==> config.mk <==
export PLATFORM = sky130hd
export DESIGN_NAME = vc_pmem_arbiter_flat
export DESIGN_NICKNAME = d
export VERILOG_FILES = /design/src/rtl/vc_pmem_arbiter_pkg.sv /design/src/rtl/vc_pmem_arbiter_if.sv /design/src/rtl/vc_pmem_arbiter_pmem_req_reg.sv /design/src/rtl/vc_pmem_arbiter.sv /design/src/flat_wrapper.sv
export SDC_FILE = /design/constraint.sdc
export NUM_CORES = 1
export LEC_CHECK = 0
export CORE_AREA = 2 2 272 274
export DETAILED_ROUTE_END_ITERATION = 10
export DIE_AREA = 0 0 274 276
export DONT_BUFFER_PORTS = 1
export SLEW_MARGIN = 25
export SYNTH_ARGS = -nofsm -noshare
export SYNTH_HDL_FRONTEND = slang
export SYNTH_SLANG_ARGS = --single-unit
==> constraint.sdc <==
create_clock -name clk -period 12.8 [get_ports clk]
set_input_delay 2.56 -clock clk [delete_from_list [all_inputs] [get_ports clk]]
set_output_delay 2.56 -clock clk [all_outputs]
set_load 0.1 [all_outputs]
==> src/rtl/vc_pmem_arbiter_pkg.sv <==
// Shared types for the victim-cache / L2 physical-memory arbiter.
// Line/address typedefs, the arbiter state encoding and the last-grant marker.
package vc_pmem_arbiter_pkg;

    localparam int LC3B_LINE_ADDR_W = 12;
    localparam int LC3B_OFFSET_W    = 4;
    localparam int LC3B_LINE_W      = 128;

    typedef logic [LC3B_LINE_ADDR_W-1:0] lc3b_line_addr;
    typedef logic [LC3B_LINE_W-1:0]      lc3b_line;

    typedef enum logic [2:0] {
        ST_IDLE    = 3'd0,
        ST_L2_RD   = 3'd1,
        ST_L2_WR   = 3'd2,
        ST_VC_WR   = 3'd3,
        ST_RELEASE = 3'd4
    } arb_state_e;

    typedef enum logic {
        GRANT_VC = 1'b0,
        GRANT_L2 = 1'b1
    } grant_e;

endpackage

==> src/rtl/vc_pmem_arbiter_if.sv <==
// Bus bundle between L2, the victim cache, physical memory and the arbiter.
// Handshake: requests are levels held until their one-cycle resp/ack; pmem strobes are held until pmem_resp.
interface vc_pmem_arbiter_if #(
    parameter int LINE_ADDR_W = 12,
    parameter int OFFSET_W    = 4,
    parameter int LINE_W      = 128
);
    logic                            l2_pmem_read;
    logic                            l2_pmem_write;
    logic [LINE_ADDR_W-1:0]          l2_pmem_address;
    logic [LINE_W-1:0]               l2_pmem_wdata;
    logic [LINE_W-1:0]               l2_pmem_rdata;
    logic                            l2_pmem_resp;
    logic                            VC_write;
    logic [LINE_ADDR_W-1:0]          wb_address;
    logic [LINE_W-1:0]               vc_wdata;
    logic                            mem_ack;
    logic                            L2toPmem_busy;
    logic                            pmem_read;
    logic                            pmem_write;
    logic [LINE_ADDR_W+OFFSET_W-1:0] pmem_address;
    logic [LINE_W-1:0]               pmem_wdata;
    logic [LINE_W-1:0]               pmem_rdata;
    logic                            pmem_resp;

    modport slave (
        input  l2_pmem_read, l2_pmem_write, l2_pmem_address, l2_pmem_wdata,
        input  VC_write, wb_address, vc_wdata,
        input  pmem_rdata, pmem_resp,
        output l2_pmem_rdata, l2_pmem_resp, mem_ack, L2toPmem_busy,
        output pmem_read, pmem_write, pmem_address, pmem_wdata
    );

    modport master (
        output l2_pmem_read, l2_pmem_write, l2_pmem_address, l2_pmem_wdata,
        output VC_write, wb_address, vc_wdata,
        output pmem_rdata, pmem_resp,
        input  l2_pmem_rdata, l2_pmem_resp, mem_ack, L2toPmem_busy,
        input  pmem_read, pmem_write, pmem_address, pmem_wdata
    );

endinterface

==> src/rtl/vc_pmem_arbiter_pmem_req_reg.sv <==
// Holding register for one pmem request: line address, write data and direction.
// Loads on load_i and otherwise keeps its contents for the whole transaction.
module vc_pmem_arbiter_pmem_req_reg #(
    parameter int ADDR_W = 12,
    parameter int DATA_W = 128
) (
    input  logic              clk,
    input  logic              rst,
    input  logic              load_i,
    input  logic [ADDR_W-1:0] addr_i,
    input  logic [DATA_W-1:0] data_i,
    input  logic              write_i,
    output logic [ADDR_W-1:0] addr_o,
    output logic [DATA_W-1:0] data_o,
    output logic              write_o
);

    logic [ADDR_W-1:0] addr_q, addr_d;
    logic [DATA_W-1:0] data_q, data_d;
    logic              write_q, write_d;

    always_comb begin
        addr_d  = addr_q;
        data_d  = data_q;
        write_d = write_q;
        if (load_i) begin
            addr_d  = addr_i;
            data_d  = data_i;
            write_d = write_i;
        end
    end

    always_ff @(posedge clk or posedge rst) begin
        if (rst) begin
            addr_q  <= '0;
            data_q  <= '0;
            write_q <= 1'b0;
        end else begin
            addr_q  <= addr_d;
            data_q  <= data_d;
            write_q <= write_d;
        end
    end

    assign addr_o  = addr_q;
    assign data_o  = data_q;
    assign write_o = write_q;

endmodule

==> src/rtl/vc_pmem_arbiter.sv <==
// Arbitrates physical memory between L2 fills/writebacks and victim-cache writebacks.
// One transaction at a time; strobes come from registered state, acks pulse the cycle after pmem_resp.
module vc_pmem_arbiter
    import vc_pmem_arbiter_pkg::*;
#(
    parameter int LINE_ADDR_W = 12,
    parameter int OFFSET_W    = 4,
    parameter int LINE_W      = 128
) (
    input  logic               clk,
    input  logic               rst,
    vc_pmem_arbiter_if.slave   bus,
    output arb_state_e         dbg_state
);

    arb_state_e             state_q, state_d;
    grant_e                 last_grant_q, last_grant_d;
    logic                   l2_resp_q, l2_resp_d;
    logic                   mem_ack_q, mem_ack_d;
    logic [LINE_W-1:0]      rdata_q, rdata_d;

    logic                   req_load;
    logic [LINE_ADDR_W-1:0] req_addr;
    logic [LINE_W-1:0]      req_data;
    logic                   req_write;
    logic [LINE_ADDR_W-1:0] held_addr;
    logic [LINE_W-1:0]      held_data;
    logic                   held_write;

    logic l2_req;
    logic vc_first;
    logic active;

    assign l2_req = bus.l2_pmem_read | bus.l2_pmem_write;

    // VC goes first on a same-line read (no stale fill) or when L2 had the last grant (no starvation).
    assign vc_first = bus.VC_write &
                      (~l2_req |
                       (bus.l2_pmem_read & (bus.l2_pmem_address == bus.wb_address)) |
                       (last_grant_q == GRANT_L2));

    always_comb begin
        state_d      = state_q;
        last_grant_d = last_grant_q;
        l2_resp_d    = 1'b0;
        mem_ack_d    = 1'b0;
        rdata_d      = rdata_q;
        req_load     = 1'b0;
        req_addr     = bus.l2_pmem_address;
        req_data     = bus.l2_pmem_wdata;
        req_write    = 1'b0;

        case (state_q)
            ST_IDLE: begin
                if (vc_first) begin
                    state_d      = ST_VC_WR;
                    last_grant_d = GRANT_VC;
                    req_load     = 1'b1;
                    req_addr     = bus.wb_address;
                    req_data     = bus.vc_wdata;
                    req_write    = 1'b1;
                end else if (bus.l2_pmem_read) begin
                    state_d      = ST_L2_RD;
                    last_grant_d = GRANT_L2;
                    req_load     = 1'b1;
                end else if (bus.l2_pmem_write) begin
                    state_d      = ST_L2_WR;
                    last_grant_d = GRANT_L2;
                    req_load     = 1'b1;
                    req_write    = 1'b1;
                end
            end
            ST_L2_RD: begin
                if (bus.pmem_resp) begin
                    rdata_d   = bus.pmem_rdata;
                    l2_resp_d = 1'b1;
                    state_d   = ST_RELEASE;
                end
            end
            ST_L2_WR: begin
                if (bus.pmem_resp) begin
                    l2_resp_d = 1'b1;
                    state_d   = ST_RELEASE;
                end
            end
            ST_VC_WR: begin
                if (bus.pmem_resp) begin
                    mem_ack_d = 1'b1;
                    state_d   = ST_RELEASE;
                end
            end
            ST_RELEASE: state_d = ST_IDLE;
            default:    state_d = ST_IDLE;
        endcase
    end

    always_ff @(posedge clk or posedge rst) begin
        if (rst) begin
            state_q      <= ST_IDLE;
            last_grant_q <= GRANT_VC;
            l2_resp_q    <= 1'b0;
            mem_ack_q    <= 1'b0;
            rdata_q      <= '0;
        end else begin
            state_q      <= state_d;
            last_grant_q <= last_grant_d;
            l2_resp_q    <= l2_resp_d;
            mem_ack_q    <= mem_ack_d;
            rdata_q      <= rdata_d;
        end
    end

    vc_pmem_arbiter_pmem_req_reg #(
        .ADDR_W (LINE_ADDR_W),
        .DATA_W (LINE_W)
    ) u_req_reg (
        .clk     (clk),
        .rst     (rst),
        .load_i  (req_load),
        .addr_i  (req_addr),
        .data_i  (req_data),
        .write_i (req_write),
        .addr_o  (held_addr),
        .data_o  (held_data),
        .write_o (held_write)
    );

    assign active = (state_q == ST_L2_RD) | (state_q == ST_L2_WR) | (state_q == ST_VC_WR);

    assign bus.pmem_read     = active & ~held_write;
    assign bus.pmem_write    = active & held_write;
    assign bus.pmem_address  = {held_addr, {OFFSET_W{1'b0}}};
    assign bus.pmem_wdata    = held_data;
    assign bus.l2_pmem_rdata = rdata_q;
    assign bus.l2_pmem_resp  = l2_resp_q;
    assign bus.mem_ack       = mem_ack_q;
    assign bus.L2toPmem_busy = (state_q == ST_L2_RD) | (state_q == ST_L2_WR) |
                               ((state_q == ST_IDLE) & l2_req);
    assign dbg_state         = state_q;

endmodule

==> src/flat_wrapper.sv <==
// flat-port wrapper written by rule: the top's interface ports become plain ports
module vc_pmem_arbiter_flat import vc_pmem_arbiter_pkg::*;
#(
    parameter int LINE_ADDR_W = 12,
    parameter int OFFSET_W    = 4,
    parameter int LINE_W      = 128
)
  (clk, rst, dbg_state, bus_l2_pmem_read, bus_l2_pmem_write, bus_l2_pmem_address, bus_l2_pmem_wdata, bus_VC_write, bus_wb_address, bus_vc_wdata, bus_pmem_rdata, bus_pmem_resp, bus_l2_pmem_rdata, bus_l2_pmem_resp, bus_mem_ack, bus_L2toPmem_busy, bus_pmem_read, bus_pmem_write, bus_pmem_address, bus_pmem_wdata);
  vc_pmem_arbiter_if #(.LINE_ADDR_W(LINE_ADDR_W), .OFFSET_W(OFFSET_W), .LINE_W(LINE_W)) bus_i ();
  input  logic clk;
  input  logic rst;
  output arb_state_e dbg_state;
  input wire logic [$bits(bus_i.l2_pmem_read)-1:0] bus_l2_pmem_read;
  input wire logic [$bits(bus_i.l2_pmem_write)-1:0] bus_l2_pmem_write;
  input wire logic [$bits(bus_i.l2_pmem_address)-1:0] bus_l2_pmem_address;
  input wire logic [$bits(bus_i.l2_pmem_wdata)-1:0] bus_l2_pmem_wdata;
  input wire logic [$bits(bus_i.VC_write)-1:0] bus_VC_write;
  input wire logic [$bits(bus_i.wb_address)-1:0] bus_wb_address;
  input wire logic [$bits(bus_i.vc_wdata)-1:0] bus_vc_wdata;
  input wire logic [$bits(bus_i.pmem_rdata)-1:0] bus_pmem_rdata;
  input wire logic [$bits(bus_i.pmem_resp)-1:0] bus_pmem_resp;
  output wire logic [$bits(bus_i.l2_pmem_rdata)-1:0] bus_l2_pmem_rdata;
  output wire logic [$bits(bus_i.l2_pmem_resp)-1:0] bus_l2_pmem_resp;
  output wire logic [$bits(bus_i.mem_ack)-1:0] bus_mem_ack;
  output wire logic [$bits(bus_i.L2toPmem_busy)-1:0] bus_L2toPmem_busy;
  output wire logic [$bits(bus_i.pmem_read)-1:0] bus_pmem_read;
  output wire logic [$bits(bus_i.pmem_write)-1:0] bus_pmem_write;
  output wire logic [$bits(bus_i.pmem_address)-1:0] bus_pmem_address;
  output wire logic [$bits(bus_i.pmem_wdata)-1:0] bus_pmem_wdata;
  assign bus_i.l2_pmem_read = bus_l2_pmem_read;
  assign bus_i.l2_pmem_write = bus_l2_pmem_write;
  assign bus_i.l2_pmem_address = bus_l2_pmem_address;
  assign bus_i.l2_pmem_wdata = bus_l2_pmem_wdata;
  assign bus_i.VC_write = bus_VC_write;
  assign bus_i.wb_address = bus_wb_address;
  assign bus_i.vc_wdata = bus_vc_wdata;
  assign bus_i.pmem_rdata = bus_pmem_rdata;
  assign bus_i.pmem_resp = bus_pmem_resp;
  assign bus_l2_pmem_rdata = bus_i.l2_pmem_rdata;
  assign bus_l2_pmem_resp = bus_i.l2_pmem_resp;
  assign bus_mem_ack = bus_i.mem_ack;
  assign bus_L2toPmem_busy = bus_i.L2toPmem_busy;
  assign bus_pmem_read = bus_i.pmem_read;
  assign bus_pmem_write = bus_i.pmem_write;
  assign bus_pmem_address = bus_i.pmem_address;
  assign bus_pmem_wdata = bus_i.pmem_wdata;
  vc_pmem_arbiter #(.LINE_ADDR_W(LINE_ADDR_W), .OFFSET_W(OFFSET_W), .LINE_W(LINE_W)) u_core (.clk(clk), .rst(rst), .bus(bus_i), .dbg_state(dbg_state));
endmodule
# Yosys cells after proc, flatten, opt, wreduce, memory -nomap -nowiden
# Index checks and enable logic that the tools add are counted.
dict set report totals {
  inputBits 414
  reg_bits 275
  elab_cells 56
  out_inout_bits 280
}
dict set report classes {
  reduce_logical 7
  eq_ne 6
  n_bitwise 13
  mux 22
}
# operator n
set ops {}
lappend ops {{128-bit two-way mux} 2}
lappend ops {{12-bit two-way mux} 2}
lappend ops {{1-bit two-way mux} 13}
lappend ops {{12-bit == test} 1}
lappend ops {{3-bit two-way mux} 4}
lappend ops {{3-bit by 2-bit == test with 1-bit output, second input constant} 2}
lappend ops {{1-bit OR} 6}
lappend ops {{3-bit one-hot mux with 2 select lines} 1}
lappend ops {{2-bit AND reduction} 3}
lappend ops {{1-bit bitwise AND} 5}
lappend ops {{4-bit by 3-bit inequality test with 1-bit output, second input constant} 1}
lappend ops {{3-bit by 1-bit == test with 1-bit output, second input constant} 1}
lappend ops {{3-bit zero test} 1}
lappend ops {{3-bit nonzero test} 1}
lappend ops {{3-bit OR reduction} 1}
lappend ops {{2-bit by 1-bit inequality test with 1-bit output, second input constant} 1}
lappend ops {{1-bit inverter} 2}
lappend ops {{2-bit OR reduction} 1}

# Depth between registers and ports, before layout
# Gate-level depths: netlist of run 1.
dict set report logic_depth {
  ltp_word 7
  mapped_depth 8
  ltp_nobuf 5
}

# By module
# Synthesis of run 1 repeated with hierarchy kept, for this count alone.
dict set report unflattened {
  hier_cells 782
  hier_area_um2 12494.5
}
# mod seq_area_each_um2 cells_each n_inst area_each_um2
set by_module_without_submodules {}
lappend by_module_without_submodules {vc_pmem_arbiter 3353.2 483 1 6884.1}
lappend by_module_without_submodules {vc_pmem_arbiter_pmem_req_reg 3528.4 299 1 5610.4}

# Worst setup path after synthesis of run 1
# No wires, ideal clock.
dict set report synth_timing {
  kind {in2out}
  from {in bus_l2_pmem_write}
  to {out bus_L2toPmem_busy}
  required_time_ps 10240
  setup_slack_ps 6158
  arrival_ps 4082
  path_buffers 0
  cell_stages 2
  cell_sequence {nor2_1 > a21oi_1}
}
dict set report synth_via {
  elab_chain_cells 3
}
# element line
set synth_lines {}
lappend synth_lines {{start: declaration} flat_wrapper.sv:14} ;# input wire logic [$bits(bus_i.l2_pmem_write)-1:0] bus_l2_pmem_write;
lappend synth_lines {{1-bit OR} vc_pmem_arbiter.sv:34} ;# assign l2_req = bus.l2_pmem_read | bus.l2_pmem_write;
lappend synth_lines {{1-bit bitwise AND} vc_pmem_arbiter.sv:138} ;# ((state_q == ST_IDLE) & l2_req);
lappend synth_lines {{1-bit OR} vc_pmem_arbiter.sv:137} ;# assign bus.L2toPmem_busy = (state_q == ST_L2_RD) | (state_q == ST_L2_WR) |
lappend synth_lines {{end: declaration} flat_wrapper.sv:25} ;# output wire logic [$bits(bus_i.L2toPmem_busy)-1:0] bus_L2toPmem_busy;
# Every way passes these cells.

# Final worst setup path of run 1
# Same ends and word-level chain as after synthesis.

==> impl_metrics.toml, run 1 <==
[timing]
slew_violations = 0
skew_ns = 0.00848
period_share_pct = 44.7
fmax_mhz = 175
fin_setup_tns_ns = 0
grt_setup_unrepaired = "no"
worst_pin_slew_ns = 1.08
finalHoldViolCount = 0
finalSetupViolations = 0
slew_headroom_pct = 27.7
final.min_clock_period_ns = 5.73
timing.final.ws_setup_ns = 7.07

[setup_path]
critPathArrivalTime_ns = 3.17
critPathMaxFanout = 3
critPathLaunch = "bus_l2_pmem_write"
critPathRequiredTime_ns = 10.24
rr_worst_depth = 6
reg2reg_from = "u_core.dbg_state[1]$_DFFE_PP0P_"
criticalPathCategory = "in -> out"
setup.worst_path.start_class = "input pin"
end_kind = "output pin"

[clock_tree]
cts_resized = 0
clk_latency_ns = 0.58
clk_pin_slew_ns = 0.06
ctsHoldBuffers = 0
clockBufferDepth = 3
htreeDepth = 1
cts_root_buf = "clkbuf_16"
cts_buffers = 31
cts_sinks = 275
post-cts-setup-buffers = 0
tritoncts = "done"

[synthesis]
ys_async_sr_fraction_pct = 100
synth_edf_count = 0
synth_area_leader_cell = "dfrtp_1"
ys_seq_elements = 275
yosysWarnings = 0
synth_seq_area_share_pct = 61.1
synthTopCellsByCount = "dfrtp_1 (275), nor2b_1 (141), a221o_1 (140)"
synth.area.top_cells = "dfrtp_1 (61%), mux2_2 (13%), a221o_1 (12%)"
synth_top_area_share_pct = 61.1
synth-main-ff-cell = "dfrtp_1"
postSynthAreaPerCell_sq_um = 14.0
syn_inst = 802
synth_cell_types = 25
syn_area_sq_mm = 0.0113
yosysMostFrequentCell = "dfrtp_1"

[run]
maxCapViolations = 0

[hold_path]
hp-start = "u_core.last_grant_q$_DFFE_PP0P_"
hp-class = "reg -> reg"
hold_depth = 2

[placement]
post-dp-hpwl_mm = 30.5
port_buffers = 0
place_inst = 1713
gp_congestion = 0.909
place_ws_ns = 6.55

[detailed_routing]
drt_wl_total_mm = 39.5
drt_iter0_drc = 401
first_pass_iters = 4
vias = 7051
wire_per_inst_um = 22.3
ant_nets = 0
via_per_inst = 3.98
drcViolationCount = 0

[global_routing]
grt_pass1_wl_mm = 54.3
antenna_found_initial = 8
track_usage_pct = 9.73
overflow = 0
grt_max_degree = 89
grt_pass1_vias = 7496

[cells_and_area]
area_growth_pct = 19.3
final_cells = 1772
fill_cells = 7796
multi_input_area_sq_mm = 0.00410
seq_area_sq_mm = 0.00689
post-route-util_pct = 18.5
layout.nets = 1201
drive_gt1_share_pct = 26.0

[die]
num_rows = 99
core_sq_mm = 0.0726
fp.dieH_um = 276
die_width_um = 274
ioPinCount = 694
start_util_pct = 15.5
die_area_sq_mm = 0.0756

[run_status]
outcome = "completed"
-- flip-flops by register name, indices dropped and copies added, names as in the netlist --
signal	cells
u_core.u_req_reg.write_o	1
u_core.bus.l2_pmem_resp	1
u_core.last_grant_q	1
u_core.u_req_reg.data_o	128
u_core.u_req_reg.addr_o	12
u_core.dbg_state	3
u_core.bus.mem_ack	1
u_core.bus.l2_pmem_rdata	128
-- final timing paths --
| path | end | slack, ns |
|---|---|---|
| setup / recovery | bus_L2toPmem_busy | 7.07 |
| hold / removal | u_core.last_grant_q$_DFFE_PP0P_ | 0.57 |
| setup reg to reg | u_core.u_req_reg.data_o[77]$_DFFE_PP0P_ | 9.21 |
| hold reg to reg | u_core.last_grant_q$_DFFE_PP0P_ | 0.57 |
| max in group asynchronous | u_core.u_req_reg.data_o[18]$_DFFE_PP0P_ | 9.08 |
| min in group asynchronous | u_core.bus.l2_pmem_rdata[90]$_DFFE_PP0P_ | 1.87 |
-- per-stage QoR --
stage	hold WS [ns]	cell area, sq um
4_1_cts	0.590	13400
6_report	0.565	13400
3_3_place_gp	0.541	12300
3_5_place_dp	0.571	12400
5_1_grt	0.617	13400
2_1_floorplan	0.491	11300
-- logic make-up (layout without fill, tap and decap cells) --
logic type / Yosys count / in the layout / share of synthesized area, %
other: 1 / 7 / 0.0333
AO/OA/AOI/OAI: 153 / 153 / 13.3
XOR/XNOR: 13 / 13 / 1.01
multiplexers: 128 / 128 / 12.8
AND/OR/NAND/NOR: 163 / 163 / 8.78
flip-flops: 275 / 275 / 61.1
buffers and inverters: 69 / 74 / 2.96
-- per-layer routing --
| metal | share of wire [%] | routed length (um) | global-route usage (%) | up-vias |
|---|---|---|---|---|
| li1 | - | - | - | 2959 |
| met1 | 33 | 12900 | 9.53 | 3466 |
| met2 | 51 | 20200 | 17.8 | 539 |
| met3 | 12 | 4730 | 3.96 | 83 |
| met4 | 4.1 | 1620 | 4.28 | 4 |
| met5 | 0.068 | 27 | 0 | - |
-- worst max-delay path: stages --
cell and delay (ns):
nor2_1 0.25, a21oi_2 0.11, buf_4 0.25
-- placed cells by master, fill, tap and decap left out, drive strengths merged, types with 2 or more instances in the layout --
cell type / count
a21oi: 6
a221o: 140
buf: 15
bufinv: 4
clkbuf: 42
clkinv: 7
clkinvlp: 2
conb: 4
dfrtp: 275
diode: 3
inv: 4
mux2: 128
nand2: 6
nand4: 2
nor2: 7
nor2b: 141
nor3: 2
nor3b: 2
o21ai: 2
or2: 2
xnor2: 13
-- cell type report --
type,count,share of cell area [%]
multi-input combinational,461,30.5
clock buffer,42,6.46
sequential,275,51.3
timing repair buffer,15,1.19
tap,959,8.94
antenna,3,0.0559
inverter,3,0.140
clock inverter,14,1.39
Power of run 1 is left out: the tool's default activity adds up to more than one toggle a clock period on the data nets, which glitch-free logic cannot reach.
==> run 2: changes to the inputs <==
Clock period 12.8 ns to 5.14 ns, I/O delays scaled along.
==> run 2 against run 1 <==
- via count fell by 2.1%
- non-clock buffer count rose by 5
- critical endpoint unchanged
- die area did not move
- critical path type is now reg -> out
- highest routed layer unchanged
==> impl_metrics.toml, run 2 (same netlist as run 1, synthesis figures left out) <==
[run_status]
outcome = "completed"

[placement]
place_area_sq_mm = 0.0125
place_ws_ns = 1.23
gp_congestion = 0.912
post-dp-hpwl_mm = 29.0
port_buffers = 0

[global_routing]
grt_max_degree = 119
grt_pass1_wl_mm = 51.2
grt_pass1_vias = 7379
antenna_found_initial = 12
track_usage_pct = 9.07
overflow = 0

[timing]
slew_headroom_pct = 27.0
fin_setup_tns_ns = 0
worst_pin_slew_ns = 1.09
hold_slack_ns = 0.469
fmax_mhz = 301
timing.final.ws_setup_ns = 1.82
finalHoldViolCount = 0
grt_setup_unrepaired = "no"
slew_violations = 0
finalSetupViolations = 0
period_share_pct = 64.5
skew_ns = 0.0104
final.min_clock_period_ns = 3.32

[cells_and_area]
fin_area_sq_mm = 0.0135
layout_commonest_cell = "dfrtp_1"
layout.nets = 1205
area_growth_pct = 20.1
final_cell_mix = "dfrtp_1 (275), nor2b_1 (141), a221o_1 (140), mux2_2 (128), clkbuf_16 (31)"
drive_gt1_share_pct = 25.6

[clock_tree]
ctsHoldBuffers = 0
clk_latency_ns = 0.57
cts_buffers = 30
cts_sinks = 275
clk_pin_slew_ns = 0.06
post-cts-setup-buffers = 0
cts_resized = 0
cts_root_buf = "clkbuf_16"
tritoncts = "done"
clockBufferDepth = 3
htreeDepth = 1

[setup_path]
reg2reg_from = "u_core.dbg_state[2]$_DFFE_PP0P_"
cpPeakStageDelay_ns = 1.06
critPathLaunch = "u_core.dbg_state[2]$_DFFE_PP0P_"
criticalPathCategory = "reg -> out"
crit_chain = "inv_1 > nand2_1 > a21oi_2 > buf_4"
critPathRequiredTime_ns = 4.11
critPathArrivalTime_ns = 2.29
setup.worst_path.start_class = "flop"
critPathSlowestCell = "dfrtp_1"
critPathMaxFanout = 6
end_kind = "output pin"

[die]
core_sq_mm = 0.0726
die_width_um = 274
ioPinCount = 694
num_rows = 99
die_area_sq_mm = 0.0756
fp.dieH_um = 276
start_util_pct = 15.5

[detailed_routing]
drt_wl_total_mm = 37.0
dr_wl_met2_mm = 18.7
drt-met1-wl_mm = 12.5
drt_iter0_drc = 346
maxUsedRoutingLayer = "met5"
via_per_inst = 3.88
drcViolationCount = 0
vias = 6902
first_pass_iters = 4
wl_met3_mm = 4.06
wire_per_inst_um = 20.8
ant_nets = 0

[run]
maxCapViolations = 0

[hold_path]
hp-class = "in -> async"
run 2: stage by stage:
| step | cells | utilization (%) |
|---|---|---|
| floorplan | 805 | - |
| global placement | 1718 | 17.2 |
| detailed placement | 1718 | 17.2 |
| CTS | 1774 | 18.6 |
| global route | 1777 | 18.6 |
| finish | 1778 | 18.6 |
run 2: layout make-up:
type,count,area [sq um]
Antenna cell,4,10.0
Clock buffer,41,843
Clock inverter,15,191
Fill cell,7810,59100
Inverter,3,15.0
Multi-Input combinational cell,461,4100
Sequential cell,275,6880
Tap cell,959,1200
Timing Repair Buffer,20,278
run 2: worst max-delay path, delay by kind of cell (launching register included):
kind | cells | cell delay [ns]
AO/OA/AOI/OAI | 1 | 0.05
flip-flops | 1 | 1.06
AND/OR/NAND/NOR | 1 | 0.14
buffers and inverters | 2 | 0.48
run 2: final timing paths:
path	depth (start not counted)	to	slack, ns
setup reg to reg	6	u_core.bus.l2_pmem_rdata[67]$_DFFE_PP0P_	1.83
min in group clk	2	u_core.last_grant_q$_DFFE_PP0P_	0.54
max in group asynchronous	2	u_core.u_req_reg.data_o[62]$_DFFE_PP0P_	3.50
setup / recovery	4	bus_L2toPmem_busy	1.82
hold / removal	1	u_core.bus.l2_pmem_rdata[73]$_DFFE_PP0P_	0.47
hold reg to reg	2	u_core.last_grant_q$_DFFE_PP0P_	0.54
run 2: per-layer routing:
metal,vias to the layer above,global-route usage [%]
li1,2980,-
met1,3319,9.10
met2,526,16.6
met3,75,3.10
met4,2,4.29
met5,-,0
Power of run 2 is left out for the same reason.
==> run 3: changes to the inputs <==
Clock period 5.14 ns to 3.3 ns, I/O delays scaled along.
==> run 3 against run 2 <==
- non-clock buffer count rose by 13
- design area rose by 0.10%
- sequential cell count did not move
- worst hold slack got worse by 0.44 ns
- first-iteration DRC count fell by 16%
- clock skew rose by 0.011 ns
- register-to-register slack got worse by 0.92 ns
- core utilization barely moved
- sequential share of layout area fell by 0.052 points
- routed wire length fell by 3.0%
- global-route usage fell by 0.35 points
- critical path type unchanged
- largest cell class unchanged
==> impl_metrics.toml, run 3 (same netlist as run 1, synthesis figures left out) <==
[clock_tree]
ctsHoldBuffers = 0
clk_latency_ns = 0.58
cts_sinks = 275
cts_resized = 0
post-cts-setup-buffers = 0
clockBufferDepth = 3
tritoncts = "done"
cts_buffers = 31
clk_pin_slew_ns = 0.06
cts_root_buf = "clkbuf_16"
htreeDepth = 1

[cells_and_area]
layout.nets = 1219
final_cells = 1786
final_cell_mix = "dfrtp_1 (275), nor2b_1 (141), a221o_1 (140), mux2_2 (128), clkbuf_16 (31)"
area_growth_pct = 20.2
layout_commonest_cell = "dfrtp_1"
fill_cells = 7852
drive_gt1_share_pct = 26.9

[setup_path]
critPathArrivalTime_ns = 2.04
setup.worst_path.start_class = "flop"
criticalPathCategory = "reg -> out"
critPathRequiredTime_ns = 2.64
critPathMaxFanout = 5
end_kind = "output pin"

[timing]
final.min_clock_period_ns = 2.70
slew_headroom_pct = 27.8
fmax_mhz = 370
finalHoldViolCount = 0
period_share_pct = 81.8
skew_ns = 0.0210
grt_setup_unrepaired = "no"
worst_pin_slew_ns = 1.08
slew_violations = 0
finalSetupViolations = 0

[hold_path]
hp-class = "in -> async"

[detailed_routing]
wire_per_inst_um = 20.1
vias = 6993
drcViolationCount = 0
via_per_inst = 3.92
drt_wl_total_mm = 35.9
drt_iter0_drc = 292
first_pass_iters = 4
ant_nets = 0

[placement]
port_buffers = 0
place_inst = 1731
post-dp-hpwl_mm = 27.8
gp_congestion = 0.835

[die]
ioPinCount = 694
die_area_sq_mm = 0.0756
start_util_pct = 15.5
die_width_um = 274
fp.dieH_um = 276
num_rows = 99
core_sq_mm = 0.0726

[run]
maxCapViolations = 0

[run_status]
outcome = "completed"

[global_routing]
antenna_found_initial = 4
grt_max_degree = 129
overflow = 0
grt_pass1_vias = 7442
track_usage_pct = 8.72
grt_pass1_wl_mm = 49.9
==> run 3: metrics by stage <==
step,area [sq um],hold slack (ns),utilization (%),setup slack [ns],setup TNS (ns)
floorplan,11300,0.491,-,-0.997,-274.28
global placement,12600,0.517,17.3,0.234,0
detailed placement,12600,0.559,17.3,0.219,0
CTS,13500,0.0240,18.6,0.509,0
global route,13500,0.0557,18.6,0.493,0
finish,13500,0.0315,18.6,0.599,0
==> run 3: worst max-delay path: stages (launching register included) <==
cell     delay [ns]
dfrtp_1        0.43
buf_4          0.27
nand2_1        0.13
nand2_1        0.07
a21oi_2        0.22
buf_4          0.35
==> run 3: layout make-up <==
cell class / instances / area (sq um) / area share [%]
flip-flops and latches: 275 / 6880 / 50.9
multi-input cells: 461 / 4110 / 30.4
well taps: 959 / 1200 / 8.87
clock buffers: 37 / 818 / 6.05
repair buffers: 33 / 348 / 2.57
clock inverters: 16 / 153 / 1.13
inverters: 3 / 15.0 / 0.111
diodes: 2 / 5.00 / 0.0370
==> run 3: per-layer routing <==
metal  share of wire [%]  track usage, %  wire (um)
met5                   0               0          0
met4                 4.2            3.96       1510
met3                  10            2.68       3570
met2                  50            15.7      17900
met1                  36            9.26      12900
==> run 3: path summary, 6_finish.rpt <==
path	startpoint	to	slack (ns)	cells after the start
worst max-delay path	u_core.dbg_state[1]$_DFFE_PP0P_	bus_L2toPmem_busy	0.60	5
worst min-delay path	rst	u_core.bus.l2_pmem_rdata[113]$_DFFE_PP0P_	0.03	1
min in group clk	bus_wb_address[2]	u_core.u_req_reg.addr_o[2]$_DFFE_PP0P_	0.22	1
worst min register to register	u_core.last_grant_q$_DFFE_PP0P_	u_core.last_grant_q$_DFFE_PP0P_	0.56	2
worst max register to register	u_core.dbg_state[0]$_DFFE_PP0P_	u_core.u_req_reg.addr_o[1]$_DFFE_PP0P_	0.91	6
max in group asynchronous	rst	u_core.u_req_reg.data_o[32]$_DFFE_PP0P_	2.32	3
Power of run 3 is left out for the same reason.
